File: config.mk
export PLATFORM = sky130hd
export DESIGN_NAME = fix2flt_seq
export DESIGN_NICKNAME = d
export VERILOG_FILES = /design/src/rtl/fix2flt_pkg.sv /design/src/rtl/fix2flt_seq.sv
export SDC_FILE = /design/constraint.sdc
export NUM_CORES = 1
export LEC_CHECK = 0
export BUFFER_PORTS_ARGS = -buffer_cell sky130_fd_sc_hd__clkbuf_2
export CORE_UTILIZATION = 28
export DETAILED_ROUTE_END_ITERATION = 10
export SETUP_SLACK_MARGIN = 0.1
export SLEW_MARGIN = 25
export SYNTH_ARGS = -nofsm -noshare
export SYNTH_HDL_FRONTEND = slang
export SYNTH_SLANG_ARGS = --single-unit
File: constraint.sdc
create_clock -name Clk -period 3.2 [get_ports Clk]
set_input_delay 0.48 -clock Clk [delete_from_list [all_inputs] [get_ports Clk]]
set_output_delay 0.48 -clock Clk [all_outputs]
set_load 0.005 [all_outputs]
File: src/rtl/fix2flt_pkg.sv
// fix2flt_pkg: shared types and constants for the 8.8 fixed-point to
// IEEE-754 half-precision converter (fix2flt_seq) and its bench.
//   state_e    : converter FSM states
//   BIAS       : half-precision exponent bias
//   FRAC_BITS  : fractional bits of the 8.8 input
//   EXP_INIT   : exponent value for a magnitude already normalised at bit 15
//   SIGN_W / EXP_W / MANT_W : half-float field widths
package fix2flt_pkg;

   typedef enum logic [1:0] {
      IDLE = 2'd0,
      NORM = 2'd1,
      PACK = 2'd2
   } state_e;

   localparam int BIAS      = 15;
   localparam int FRAC_BITS = 8;
   localparam int EXP_INIT  = BIAS + 15 - FRAC_BITS;

   localparam int SIGN_W = 1;
   localparam int EXP_W  = 5;
   localparam int MANT_W = 10;
   localparam int FIX_W  = 16;

endpackage

File: src/rtl/fix2flt_seq.sv
// fix2flt_seq: sequential signed 8.8 fixed point -> IEEE-754 half converter.
// Normalises by one left shift per clock, truncates the mantissa.
// Ports:
//   Clk    in   system clock, rising edge
//   Reset  in   synchronous active-high reset
//   Start  in   conversion request, only sampled in IDLE
//   FixIn  in   16-bit signed 8.8 operand, captured on the Start edge
//   FltOut out  16-bit half result, held until the next conversion packs
//   Busy   out  high while in NORM or PACK
//   Return out  one-cycle done pulse, high during the PACK cycle
module fix2flt_seq #(
   parameter int BIAS      = fix2flt_pkg::BIAS,
   parameter int FRAC_BITS = fix2flt_pkg::FRAC_BITS
) (
   input  logic        Clk,
   input  logic        Reset,
   input  logic        Start,
   input  logic [15:0] FixIn,
   output logic [15:0] FltOut,
   output logic        Busy,
   output logic        Return
);
   import fix2flt_pkg::*;

   localparam logic [EXP_W-1:0] EXP_START = EXP_W'(BIAS + 15 - FRAC_BITS);

   state_e           state_q, state_d;
   logic             sign_q,  sign_d;
   logic [15:0]      mag_q,   mag_d;
   logic [EXP_W-1:0] exp_q,   exp_d;
   // Set once mag_q holds |FixIn|; until then mag_q holds the raw operand.
   logic             abs_q,   abs_d;
   logic [15:0]      flt_q,   flt_d;
   logic             busy_q,  busy_d;
   logic             ret_q,   ret_d;

   always_comb begin
      state_d = state_q;
      sign_d  = sign_q;
      mag_d   = mag_q;
      exp_d   = exp_q;
      abs_d   = abs_q;
      flt_d   = flt_q;

      case (state_q)
         IDLE: begin
            if (Start) begin
               sign_d  = FixIn[15];
               mag_d   = FixIn;
               exp_d   = EXP_START;
               abs_d   = 1'b0;
               state_d = NORM;
            end
         end
         NORM: begin
            if (!abs_q) begin
               // Negation is taken in the first NORM cycle so the 16-bit
               // carry chain never sits on the FixIn input path. 0x8000
               // negates to itself, which is the correct unsigned magnitude.
               mag_d = sign_q ? (~mag_q + 16'd1) : mag_q;
               abs_d = 1'b1;
            end else if ((mag_q == 16'd0) || mag_q[15]) begin
               state_d = PACK;
               // Zero never carries the sign: no negative zero out.
               flt_d   = (mag_q == 16'd0) ? 16'h0000
                                          : {sign_q, exp_q, mag_q[14:5]};
            end else begin
               mag_d = mag_q << 1;
               exp_d = exp_q - EXP_W'(1);
            end
         end
         PACK:    state_d = IDLE;
         default: state_d = IDLE;
      endcase

      busy_d = (state_d != IDLE);
      ret_d  = (state_d == PACK);
   end

   always_ff @(posedge Clk) begin
      if (Reset) begin
         state_q <= IDLE;
         sign_q  <= 1'b0;
         mag_q   <= 16'd0;
         exp_q   <= '0;
         abs_q   <= 1'b0;
         flt_q   <= 16'h0000;
         busy_q  <= 1'b0;
         ret_q   <= 1'b0;
      end else begin
         state_q <= state_d;
         sign_q  <= sign_d;
         mag_q   <= mag_d;
         exp_q   <= exp_d;
         abs_q   <= abs_d;
         flt_q   <= flt_d;
         busy_q  <= busy_d;
         ret_q   <= ret_d;
      end
   end

   assign FltOut = flt_q;
   assign Busy   = busy_q;
   assign Return = ret_q;

endmodule

==> impl_metrics.toml <==
[power_and_ir_drop]
seq_power_share_pct = 45.7
p_leak_nw = 0.990
power.internal_mw = 0.931
clkPwrFrac_pct = 31.3
p_comb_share_pct = 23.0
peakVddDrop_v = 0.000141
p_per_area_mw_per_mm2 = 529
p_sw_share_pct = 32.1
switchingPower_mw = 0.441

[sta]
finalSetupViolations = 0
fmax_ghz = 0.369
worst_slew_pin_slew_ps = 866
period_share_pct = 84.7
hold_viol_final = 0
tns_ps = 0
report.final.slew_viol_count = 0
slew_headroom_pct = 42.2
fin_worst_skew_ps = 7.92
period_needed_ps = 2710
rsz0062_at_grt = "false"
layout_setup_ws_ps = 491

[place]
pre_cts_slack_ps = 557
detailed_place_hpwl_microns = 3990
gp_congestion = 0.795
io_buffers = 36

[cts]
cts_made_buffers = 5
clk_latency_ps = 300
clk_pin_slew_worst_paths_ps = 90
cts-root-buf = "clkbuf_8"
cts_setup_buffers = 0
h-tree-depth = 2
cts_resized = 0
cts_max_path_buffers = 2
cts_hold_buf = 0
tritoncts = "done"
cts_sinks = 43

[floorplanning]
start_util_pct = 28.9
io_pins = 37
fp.dieH_microns = 91.3
core_area_sq_mm = 0.00773
dieArea_sq_mm = 0.00833
rows = 32
die_w_microns = 91.3

[synth]
avgSynthCellArea_sq_um = 8.05
yosys-top-cells-count = "43 x dfxtp_1, 35 x nor2_1, 29 x a21oi_1"
netlist_area_sq_mm = 0.00223
yosysTopAreaCell = "dfxtp_1"
synth-edff-count = 0
async_flop_share_pct = 0
synth_nets = 298
yosysSeqAreaShare_pct = 38.6
synth_warnings = 0
synth_top_area_share_pct = 38.6
synth_most_common_cell = "dfxtp_1"
ys.flop_type = "dfxtp_1"
yosysUniqueCellTypes = 52
synth_area_leaders = "dfxtp_1 39%, a21oi_1 6.5%, nor2_1 5.9%"
synthCells = 277
synth-seq-cells = 43

[grt]
grt_pass1_wl_microns = 10000
antenna_found_initial = 0
overflow = 0
grt_max_degree = 31
grt_use_total_pct = 14.9
grt_pass1_vias = 2055

[layout]
fin_nets = 327
n_antenna_cell = 0
utilization_pct = 33.5
syn_to_final_growth_pct = 16.1
final_layout_size_suffix_gt1_share_pct = 19.5
num-fill-cells = 830

[detailed_routing]
wl_microns = 5800
ant_nets = 0
wl_met1_microns = 2700
vias = 2115
dr.pass1.iters = 5
wl_per_cell_microns = 14.2
viasPerCell = 5.17
dr_wl_met3_microns = 257
drtIter0Drc = 149
topRoutingLayerUsed = "met4"
drcViolationCount = 0
dr_wl_met2_microns = 2760

[setup_path]
cp-startpoint = "mag_q[0]$_SDFFE_PP0P_"
r2r_cells = 8
cp.arrival_ps = 2910
critPathKind = "reg2reg"
crit_fanout = 20
r2r-start = "mag_q[0]$_SDFFE_PP0P_"
cp-start-kind = "register"
worst_ep_required_time_ps = 3400
endpoint_kind = "register"

[flow_run]
cap_viol_max_count = 0

[hold_path]
holdPathStages = 2
min_path_type = "reg2reg"
min_from = "FltOut[13]$_SDFFE_PP0P_"

[outcome]
status = "complete, no violations"
-- worst paths after layout --
kind | end | slack [ps]
max | mag_q[13]$_SDFFE_PP0P_ | 490
min | FltOut[13]$_SDFFE_PP0P_ | 490
max reg2reg | mag_q[13]$_SDFFE_PP0P_ | 490
min reg2reg | FltOut[13]$_SDFFE_PP0P_ | 490
-- cell usage in the layout, fill, tap and decap left out, types with 4 or more instances in the layout --
cell,count
a211oi_1,5
a21oi_1,29
a22o_1,5
buf_4,6
clkbuf_2,36
clkbuf_8,5
dfxtp_1,43
inv_1,11
mux2i_1,12
nand2_1,23
nor2_1,35
nor3_1,16
o211ai_1,4
o21ai_0,19
-- area by class of cell --
class	instances	area, sq um	share of cell area [%]
multi-input combinational	203	1220	47.2
sequential	43	861	33.2
timing repair buffer	42	225	8.70
tap	102	128	4.93
clock buffer	5	68.8	2.66
clock inverter	3	43.8	1.69
inverter	11	41.3	1.59
-- kinds of logic after synthesis --
group           synth area share (%)
simple gates                    21.0
compound gates                  27.3
flops                           38.6
buf+inv                         6.62
mux                             5.38
fa+ha+maj                       1.12
-- registers in the layout (all words and copies together) (netlist names) --
name / cells
exp_q: 5
state_q: 2
abs_q: 1
mag_q: 16
Busy: 1
FltOut: 16
Return: 1
sign_q: 1
-- power groups by stage --
stage	Sequential [mW]	Combinational, mW	Clock (mW)
floorplan	0.610	0.266	0
finish	0.626	0.316	0.429
detailed placement	0.638	0.312	0
global placement	0.637	0.310	0
CTS	0.626	0.315	0.443
global route	0.635	0.356	0.469
-- per-layer routing --
layer / vias up / GRT usage, %
li1: 1067 / -
met5: - / 0
met1: 995 / 19.0
met2: 47 / 24.6
met4: 0 / 5.03
met3: 6 / 3.35
-- stage by stage --
| stage | hold WS, ps | instances | power, mW | instance area (sq um) |
|---|---|---|---|---|
| finish | 488 | 409 | 1.37 | 2590 |
| global route | 509 | 409 | 1.46 | 2590 |
| CTS | 481 | 409 | 1.38 | 2590 |
| detailed placement | 469 | 401 | 0.950 | 2480 |
| global placement | 474 | 401 | 0.946 | 2480 |
| floorplan | 459 | 277 | 0.877 | 2230 |
-- worst max-delay path, cell delays in order, from the launching register on --
cell and delay (ps):
dfxtp_1 340, inv_1 80, ha_1 190, nor3b_1 410, and4bb_4 330, a211oi_2 90
o21bai_2 720, nor2_2 120, a2111oi_4 330
(Power assumes the default switching activity.)
